==> config.mk <==
export PLATFORM = sky130hd
export DESIGN_NAME = babbage_inv
export DESIGN_NICKNAME = d
export VERILOG_FILES = /design/src/rtl/babbage_pkg.sv /design/src/rtl/babbage_inv.sv
export SDC_FILE = /design/constraint.sdc
export NUM_CORES = 1
export LEC_CHECK = 0
export BUFFER_PORTS_ARGS = -buffer_cell sky130_fd_sc_hd__buf_4
export CAP_MARGIN = 10
export CORE_ASPECT_RATIO = 1.1
export CORE_MARGIN = 3
export CORE_UTILIZATION = 47
export DETAILED_ROUTE_END_ITERATION = 6
export PLACE_DENSITY = 0.75
export SLEW_MARGIN = 20
export SYNTH_ARGS = -nofsm -noshare
export SYNTH_HDL_FRONTEND = slang
export SYNTH_SLANG_ARGS = --single-unit
==> constraint.sdc <==
create_clock -name clk -period 5.6 [get_ports clk]
set_input_delay 1.12 -clock clk [delete_from_list [all_inputs] [get_ports clk]]
set_output_delay 1.12 -clock clk [all_outputs]
set_load 0.02 [all_outputs]
==> src/rtl/babbage_pkg.sv <==
// Shared constants and state encoding for the difference-engine blocks (forward and inverse).
// Polynomial f(n) = 2n^2 + 3n + 5 is generated as f(0)=F0, g(0)=G1, constant second difference H.
// No logic here; consumers import it.
package babbage_pkg;

    localparam int F_W = 10;
    localparam int N_W = 4;

    localparam logic [F_W-1:0] F0    = 10'd5;
    localparam logic [F_W-1:0] G1    = 10'd5;
    localparam logic [F_W-1:0] H     = 10'd4;
    localparam logic [N_W-1:0] N_MAX = 4'd15;

    typedef logic [1:0] state_t;

    localparam state_t IDLE = 2'd0;
    localparam state_t OP   = 2'd1;
    localparam state_t DONE = 2'd2;

endpackage

==> src/rtl/babbage_inv.sv <==
// Inverse difference engine: smallest n in 0..N_MAX with f(n) >= y, using adds only.
// Latency: done_tick 2+n cycles after start is accepted (2..17 with default parameters).
// Backpressure: none; start is only sampled in IDLE, requests in OP/DONE are dropped.
module babbage_inv
    import babbage_pkg::*;
#(
    parameter logic [F_W-1:0] F0    = babbage_pkg::F0,
    parameter logic [F_W-1:0] G1    = babbage_pkg::G1,
    parameter logic [F_W-1:0] H     = babbage_pkg::H,
    parameter logic [N_W-1:0] N_MAX = babbage_pkg::N_MAX
) (
    input  logic           clk,
    input  logic           reset,
    input  logic           start,
    input  logic [F_W-1:0] y,
    output logic           ready,
    output logic           done_tick,
    output logic [N_W-1:0] n,
    output logic           exact,
    output logic           found
);

    state_t         state;
    logic [F_W-1:0] f;
    logic [F_W-1:0] g;
    logic [N_W-1:0] idx;
    logic [F_W-1:0] y_lat;
    logic           done_q;

    logic f_ge_y;
    logic last_idx;

    assign f_ge_y    = (f >= y_lat);
    assign last_idx  = (idx == N_MAX);
    assign ready     = (state == IDLE);
    assign done_tick = done_q;

    always_ff @(posedge clk) begin
        if (!reset) begin
            state  <= IDLE;
            f      <= '0;
            g      <= '0;
            idx    <= '0;
            y_lat  <= '0;
            n      <= '0;
            exact  <= 1'b0;
            found  <= 1'b0;
            done_q <= 1'b0;
        end else begin
            done_q <= 1'b0;
            case (state)
                IDLE: begin
                    if (start) begin
                        y_lat <= y;
                        f     <= F0;
                        g     <= G1;
                        idx   <= '0;
                        state <= OP;
                    end
                end
                OP: begin
                    if (f_ge_y) begin
                        n      <= idx;
                        exact  <= (f == y_lat);
                        found  <= 1'b1;
                        done_q <= 1'b1;
                        state  <= DONE;
                    end else if (last_idx) begin
                        n      <= N_MAX;
                        exact  <= 1'b0;
                        found  <= 1'b0;
                        done_q <= 1'b1;
                        state  <= DONE;
                    end else begin
                        // One difference-engine step: f(i+1) = f(i) + g(i), g(i+1) = g(i) + H
                        f   <= f + g;
                        g   <= g + H;
                        idx <= idx + 4'd1;
                    end
                end
                DONE: begin
                    state <= IDLE;
                end
                default: begin
                    state <= IDLE;
                end
            endcase
        end
    end

endmodule

==> results.cfg, run 1 <==
[clocking]
h-tree-depth = 2
cts_buffers = 5
clkSlewWorstSetupHoldPaths_ns = 0.08
clock_latency_ns = 0.29
cts_num_sinks = 42
clockBufferDepth = 2
cts_tree = yes
cts_root_buf = clkbuf_8
post_cts_resized = 0
cts.hold.buffers_added = 0
cts_setup_buffers = 0

[die]
core_area_sq_um = 4473
fp.dieH_um = 78.85
fp.dieW_um = 72.22
rows = 25
io_pins = 21
dieArea_sq_um = 5694
start_util = 0.5069

[yosys]
synthCells = 271
synth-compound-area-share = 0.2014
synth_area_sq_um = 2267
synth_edf_count = 0
yosysWarnings = 0
synth.area.mux_share = 0.009382
synth_cell_types = 45
synthAdderAreaFrac = 0.1159
synth-seq-cells = 42
synth-simple-area-share = 0.2334
syn_avg_cell_area_sq_um = 8.366
synth_top_family_by_area = simple AND/OR/NAND/NOR gates
synth-main-ff-cell = dfxtp_1
synth-async-reset-ratio = 0
ys_seq_area_frac = 0.3709
syn_nets = 305
synthXorXnorAreaFrac = 0.02704

[finish]
design_area_sq_um = 2532
most-common-layout-cells = dfxtp_1 (42), nand2_1 (37), a21oi_1 (29)
syn_to_final_growth_pct = 11.70
drive_above_1_share = 0.1280
fin_nets = 322
antenna_cells = 0
final_common_cell = dfxtp_1

[global_routing]
grt_pass1_vias = 1793
track_usage = 0.1844
globalRouteOverflowTotal = 0
grt_pass1_wl_mm = 8.328
antenna_found_initial = 0
grt_max_degree = 35

[critical_path]
path_max_fanout = 18
worstSetupPathType = reg2reg
required_ns = 5.79
cp-start-kind = flop
worstSetupEndpointType = flop
cp.arrival_ns = 2.76
path_cells = ha_1, and4_1, nand3_1, o2111a_1, a21oi_2, o21ai_0, a21oi_1
cpLargestDelayFamily = compound AO/OA/AOI/OAI gates
max_stage_delay_ns = 0.64
path_buf_inv = 0
crit_slowest_cell = a21oi_2

[route]
wire_per_inst_um = 14.21
drtAntennaViolNets = 0
drtIter0Drc = 129
via_count = 1942
first_pass_iters = 5
drcViolationCount = 0
avgViaCountPerCell = 5.662
wl_mm = 4.875

[timing]
setup_tns_ns = 0
relSlewSlack = 0.3630
skew_ns = 0.004478
min_period_ns = 2.561
max_freq_mhz = 390.5
worstMarginPinSlew_ns = 0.9497
slew_violations = 0
fin_crit_sh = 0.4573
setup_viol = 0
final_hold_viol_count = 0
rsz0062_at_grt = false

[pwr]
power_mw = 0.6819
clkPwrFrac = 0.293
internal_power_mw = 0.4737
vdd_drop_max_uv = 182.2
power_frac_comb = 0.224
power.leakage_nw = 1.072
p_sw_frac = 0.3053
p_per_area_nw_per_um2 = 269.3
pwr-share-seq = 0.483
p_sw_mw = 0.2081

[worst_hold_path]
hold_class = reg2reg

[placement]
gp_congestion = 0.8565
placed_cell_area_sq_um = 2441
numPortBuffers = 20
hpwl_mm = 3.494

[job]
maxCapViolCount = 0

[run_status]
status = finished, final reports clean
cell usage after synthesis, drive strengths merged, types with 2 or more instances:
master,count,area share
a211oi,3,0.0099
nor3,6,0.013
nand3b,4,0.013
xnor2,4,0.015
a21oi,30,0.068
o211ai,3,0.0099
o211a,2,0.0088
nand2,37,0.061
o21ai,7,0.017
xor2,3,0.012
and2,4,0.012
buf,2,0.0072
nand4,2,0.0055
o221a,4,0.020
dfxtp,42,0.37
o31ai,2,0.011
nor2,25,0.041
clkbuf,8,0.013
ha,21,0.12
a21o,2,0.0066
and4,2,0.0077
nand3,21,0.046
nor2b,2,0.0055
and3,5,0.016
inv,12,0.020
a31oi,2,0.0055
nand2b,3,0.0083
tightest hold or removal path, stage by stage, from the launching register on:
cell and delay (ns):
dfxtp_1 0.31, nand2_1 0.05, a21oi_1 0.05
per-layer routing:
metal / track usage / wire length [um]
met1: 0.2334 / 2160
met3: 0.03038 / 291
met4: 0.06391 / 66
met5: 0 / 0
met2: 0.3133 / 2357
path summary, 6_finish.rpt:
check	from	endpoint	slack (ns)	depth (start not counted)
worst max register to register	f[7]$_SDFFE_PN0P_	g[6]$_SDFFE_PN0P_	3.04	7
worst min-delay path	y_lat[8]$_SDFFE_PN0P_	y_lat[8]$_SDFFE_PN0P_	0.46	2
worst min register to register	y_lat[8]$_SDFFE_PN0P_	y_lat[8]$_SDFFE_PN0P_	0.46	2
worst max-delay path	f[7]$_SDFFE_PN0P_	g[6]$_SDFFE_PN0P_	3.04	7
state kept, by name, summed over array words and instances (netlist names):
signal / count
f: 10
g: 9
idx: 4
exact: 1
state: 2
found: 1
y_lat: 10
done_tick: 1
n: 4
power groups by stage:
| stage | clock network (mW) | registers (mW) | logic, mW |
|---|---|---|---|
| after floorplan | 0 | 0.340 | 0.108 |
| after global placement | 0 | 0.336 | 0.150 |
| after detailed placement | 0 | 0.337 | 0.153 |
| after CTS | 0.204 | 0.330 | 0.154 |
| after global routing | 0.220 | 0.332 | 0.171 |
| final | 0.199 | 0.330 | 0.153 |
layout make-up:
type	instances	area (sq um)
well taps	54	67.56
inverters	13	48.80
flip-flops and latches	42	840.8
repair buffers	20	150.1
fillers	421	1941
clock buffers	7	86.33
clock inverters	1	5.005
multi-input cells	206	1334
stage by stage:
step | hold slack, ns | instances | util | setup slack, ns
after floorplan | 0.4363 | 271 | - | 3.502
after global placement | 0.4466 | 335 | 0.5452 | 2.964
after detailed placement | 0.4479 | 335 | 0.5457 | 2.940
after CTS | 0.4590 | 343 | 0.5662 | 2.998
after global routing | 0.4802 | 343 | 0.5662 | 2.727
final | 0.4572 | 343 | 0.5662 | 3.039
cell families after synthesis:
group / after synthesis
AO/OA/AOI/OAI: 64
XOR/XNOR: 7
adder cells (fa/ha/maj): 21
buffers and inverters: 23
flip-flops: 42
multiplexers: 2
AND/OR/NAND/NOR: 112
Note: power is estimated with default switching activity, not from simulation.
==> run 2: changes to the inputs <==
==> constraint.sdc (replaced) <==
create_clock -name clk -period 2.6 [get_ports clk]
set_input_delay 0.52 -clock clk [delete_from_list [all_inputs] [get_ports clk]]
set_output_delay 0.52 -clock clk [all_outputs]
set_load 0.02 [all_outputs]
==> run 2 against run 1 <==
Die area unchanged; count of clock-buffer cells in the layout fell by 1; worst setup slack got worse by 2.7 ns; largest power group unchanged; highest routed layer unchanged.
==> results.cfg, run 2 (synthesis gave the netlist of run 1 again) <==
[route]
via_count = 1954
drtAntennaViolNets = 0
drcViolationCount = 0
wl_mm = 4.755
wire_per_inst_um = 13.59
drtIter0Drc = 136
avgViaCountPerCell = 5.583
first_pass_iters = 4

[pwr]
p_sw_frac = 0.3057
power_mw = 1.493
vdd_drop_max_uv = 470.4
power_frac_comb = 0.232
pwr-share-seq = 0.475
internal_power_mw = 1.037
p_sw_mw = 0.4563
power.leakage_nw = 1.105
clkPwrFrac = 0.293
p_per_area_nw_per_um2 = 577.3

[clocking]
cts_num_sinks = 42
cts.hold.buffers_added = 0
h-tree-depth = 2
cts_setup_buffers = 0
clockBufferDepth = 2
cts_tree = yes
cts_buffers = 5
clkSlewWorstSetupHoldPaths_ns = 0.08
cts_root_buf = clkbuf_8
clock_latency_ns = 0.29
post_cts_resized = 0

[timing]
final_hold_viol_count = 0
max_freq_mhz = 436.6
worstMarginPinSlew_ns = 0.4509
slew_violations = 0
relSlewSlack = 0.6976
setup_viol = 0
rsz0062_at_grt = false
setup_tns_ns = 0
min_period_ns = 2.290
fin_crit_sh = 0.8810
skew_ns = 0.004405

[finish]
fin_nets = 329
seq_area_sq_um = 840.8
fillers = 423
final_common_cell = dfxtp_1
syn_to_final_growth_pct = 14.07
most-common-layout-cells = dfxtp_1 (42), nand2_1 (37), a21oi_1 (29)
drive_above_1_share = 0.1486
top_regs = f: 10 flops, y_lat: 10 flops, g: 9 flops
antenna_cells = 0
multi_input_area_sq_um = 1331

[critical_path]
worstSetupPathType = reg2reg
path_cells = inv_1, ha_1, and4_1, nand3_1, o2111a_1, a21oi_2, buf_4, o21ai_0, a21oi_1
max_stage_delay_ns = 0.34
path_max_fanout = 11
worstSetupEndpointType = flop
crit_slowest_cell = a21oi_2
required_ns = 2.82
cp-start-kind = flop
cp.arrival_ns = 2.52
path_buf_inv = 2
cpLargestDelayFamily = compound AO/OA/AOI/OAI gates

[global_routing]
track_usage = 0.1853
grt_max_degree = 27
grt_pass1_vias = 1850
grt_pass1_wl_mm = 8.500
globalRouteOverflowTotal = 0
antenna_found_initial = 0

[die]
io_pins = 21
fp.dieH_um = 78.85
rows = 25
core_area_sq_um = 4473
start_util = 0.5069
fp.dieW_um = 72.22
dieArea_sq_um = 5694

[placement]
numPortBuffers = 20
hpwl_mm = 3.528
gp_congestion = 0.8302

[job]
maxCapViolCount = 0

[run_status]
status = finished, final reports clean

[worst_hold_path]
hold_class = reg2reg
run 2: changes by cell type in the layout (fill, tap and decap cells not counted):
cell	previous run	this run
nor2b_2	1	0
nor2b_1	1	2
clkbuf_1	1	0
buf_4	20	27
clkinvlp_4	0	1
run 2: worst reg2reg max path, stage by stage, from the launching register on:
cell,delay (ns)
dfxtp_1,0.33
inv_1,0.04
ha_1,0.28
and4_1,0.27
nand3_1,0.17
o2111a_1,0.31
a21oi_2,0.34
buf_4,0.25
o21ai_0,0.11
a21oi_1,0.12
run 2: worst paths after layout:
kind                              start               endpoint  slack (ns)  cells past startpoint
setup / recovery  y_lat[7]$_SDFFE_PN0P_      g[6]$_SDFFE_PN0P_        0.31                      9
hold reg to reg   y_lat[3]$_SDFFE_PN0P_  y_lat[3]$_SDFFE_PN0P_        0.46                      2
setup reg to reg  y_lat[7]$_SDFFE_PN0P_      g[6]$_SDFFE_PN0P_        0.31                      9
hold / removal    y_lat[3]$_SDFFE_PN0P_  y_lat[3]$_SDFFE_PN0P_        0.46                      2
run 2: routing by layer:
layer,up-vias,global-route usage,share of wire
li1,1010,-,-
met1,887,0.2457,0.47
met2,51,0.3142,0.48
met3,6,0.02658,0.039
met4,0,0.04511,0.0090
met5,-,0,0
run 2: cell type report:
class | instances | share of cell area
clock buffer | 6 | 0.03193
multi-input combinational | 206 | 0.5148
inverter | 13 | 0.01887
timing repair buffer | 27 | 0.07837
sequential | 42 | 0.3251
tap | 54 | 0.02612
clock inverter | 2 | 0.004838
run 2: per-stage QoR:
step,hold slack (ns),setup slack (ns),cells,cell area (sq um),utilization
global route,0.4663,0.05657,350,2586,0.5782
CTS,0.4586,0.3099,350,2586,0.5782
floorplan,0.4363,0.5022,271,2267,-
global placement,0.4451,0.4246,342,2491,0.5569
finish,0.4570,0.3095,350,2586,0.5782
detailed placement,0.4470,0.3443,342,2491,0.5569
run 2: power by group through the flow:
stage	logic, mW	clock network (mW)	registers [mW]
6_report	0.346	0.437	0.710
5_1_grt	0.387	0.476	0.716
3_5_place_dp	0.345	0	0.725
2_1_floorplan	0.233	0	0.732
4_1_cts	0.347	0.449	0.710
3_3_place_gp	0.341	0	0.725
==> run 3: changes to the inputs <==
--- a/config.mk
+++ b/config.mk
@@ -9,9 +9,9 @@
 export CAP_MARGIN = 10
 export CORE_ASPECT_RATIO = 1.1
 export CORE_MARGIN = 3
-export CORE_UTILIZATION = 47
+export CORE_UTILIZATION = 55
 export DETAILED_ROUTE_END_ITERATION = 6
-export PLACE_DENSITY = 0.75
+export PLACE_DENSITY = 0.84
 export SLEW_MARGIN = 20
 export SYNTH_ARGS = -nofsm -noshare
 export SYNTH_HDL_FRONTEND = slang
==> run 3 against run 2 <==
Critical path type unchanged; routed wire length increased by 4.9%; critical path depth decreased by 2; total power increased by 1.3%; count of clock-buffer cells in the layout stayed put; die area shrank 13%; non-clock buffer count decreased by 1; clock skew hardly changed; largest cell class unchanged.
==> results.cfg, run 3 (synthesis gave the netlist of run 1 again) <==
[finish]
most-common-layout-cells = dfxtp_1 (42), nand2_1 (37), a21oi_1 (29)
fin_nets = 328
syn_to_final_growth_pct = 13.52
antenna_cells = 0
top_regs = f: 10 flops, y_lat: 10 flops, g: 9 flops
drive_above_1_share = 0.1458
final_common_cell = dfxtp_1

[die]
core_area_sq_um = 3799
rows = 23
io_pins = 21
fp.dieH_um = 73.34
dieArea_sq_um = 4929
fp.dieW_um = 67.22
start_util = 0.5968

[clocking]
clockBufferDepth = 2
cts.hold.buffers_added = 0
post_cts_resized = 0
cts_num_sinks = 42
clkSlewWorstSetupHoldPaths_ns = 0.08
cts_tree = yes
cts_root_buf = clkbuf_8
h-tree-depth = 2
cts_buffers = 5
cts_setup_buffers = 0
clock_latency_ns = 0.30

[timing]
min_period_ns = 2.191
relSlewSlack = 0.6704
fin_ws_ns = 0.4088
skew_ns = 0.004405
rsz0062_at_grt = false
fin_crit_sh = 0.8428
final_hold_viol_count = 0
fin_hold_ws_ns = 0.4573
slew_violations = 0
setup_tns_ns = 0
setup_viol = 0
worstMarginPinSlew_ns = 0.4914
max_freq_mhz = 456.4

[route]
drcViolationCount = 0
wire_per_inst_um = 14.46
first_pass_iters = 4
drtIter0Drc = 123
avgViaCountPerCell = 5.800
via_count = 2001
wl_mm = 4.989
drtAntennaViolNets = 0

[critical_path]
path_max_fanout = 7
worstSetupPathType = reg2reg
max_stage_delay_ns = 0.51
crit_slowest_cell = o41a_4
path_cells = inv_1, ha_1, and3_4, and2_4, o31a_4, o41a_4, o221a_1
cpLargestDelayFamily = compound AO/OA/AOI/OAI gates
cp-start-kind = flop
worstSetupPathDepth = 7
timing.rr.start = y_lat[4]$_SDFFE_PN0P_
required_ns = 2.80
worstSetupEndpointType = flop
regToRegEndpoint = n[2]$_SDFFE_PN0P_
r2r_cells = 7
cp.arrival_ns = 2.39
r2r_slack_ns = 0.41
path_buf_inv = 1
critPathLaunch = y_lat[4]$_SDFFE_PN0P_
endpoint = n[2]$_SDFFE_PN0P_

[placement]
numPortBuffers = 20
post-place-ws_ns = 0.4093
gp_congestion = 0.8377
hpwl_mm = 3.593

[job]
maxCapViolCount = 0

[global_routing]
globalRouteOverflowTotal = 0
grt_max_degree = 24
antenna_found_initial = 0
grt_pass1_vias = 1885
track_usage = 0.2308
grt_pass1_wl_mm = 8.556

[worst_hold_path]
hold_class = reg2reg

[pwr]
vdd_drop_max_uv = 484.5
power.leakage_nw = 1.100
p_per_area_nw_per_um2 = 587.7
power_mw = 1.513

[run_status]
status = finished, final reports clean
run 3: cell count changes in the layout (fill, tap and decap cells not counted), sizes merged:
cell,previous run,this run
buf,27,26
run 3: area by class of cell:
type                            count  area [sq um]
Sequential cell                    42         840.8
Multi-Input combinational cell    206          1331
Inverter                           13         48.80
Clock buffer                        6         82.58
Tap cell                           50         62.56
Fill cell                         337          1225
Clock inverter                      2         12.51
Timing Repair Buffer               26         195.2
run 3: worst min-delay path by stage:
stage / from / to / cells past startpoint / slack [ns]
6_report: y_lat[9]$_SDFFE_PN0P_ / y_lat[9]$_SDFFE_PN0P_ / 2 / 0.46
5_1_grt: y[3] / y_lat[3]$_SDFFE_PN0P_ / 3 / 0.45
4_1_cts: y[3] / y_lat[3]$_SDFFE_PN0P_ / 3 / 0.46
3_5_place_dp: y_lat[9]$_SDFFE_PN0P_ / y_lat[9]$_SDFFE_PN0P_ / 2 / 0.45
3_3_place_gp: y_lat[7]$_SDFFE_PN0P_ / y_lat[7]$_SDFFE_PN0P_ / 2 / 0.44
2_1_floorplan: y_lat[1]$_SDFFE_PN0P_ / y_lat[1]$_SDFFE_PN0P_ / 2 / 0.44
run 3: routing by layer:
| layer | track usage | wire (um) | vias up |
|---|---|---|---|
| met4 | 0.09234 | 76 | 0 |
| met5 | 0 | 0 | - |
| li1 | - | - | 1008 |
| met2 | 0.3832 | 2424 | 51 |
| met3 | 0.05352 | 240 | 6 |
| met1 | 0.2867 | 2248 | 936 |
run 3: worst reg2reg max path, stage by stage (launching register included):
cell and delay [ns]:
dfxtp_1 0.34, inv_1 0.05, ha_1 0.28, and3_4 0.19
and2_4 0.16, o31a_4 0.31, o41a_4 0.51, o221a_1 0.26
run 3: metrics by stage:
step / util / cells / area [sq um]
global route: 0.6775 / 345 / 2574
CTS: 0.6775 / 345 / 2574
global placement: 0.6525 / 337 / 2479
finish: 0.6775 / 345 / 2574
floorplan: - / 271 / 2267
detailed placement: 0.6525 / 337 / 2479
run 3: power breakdown:
part           leakage (nW)  internal, mW  total, mW  switching, mW
clock                0.0472         0.213      0.446          0.233
combinational         0.711         0.141      0.354          0.213
sequential            0.342         0.683      0.713         0.0294
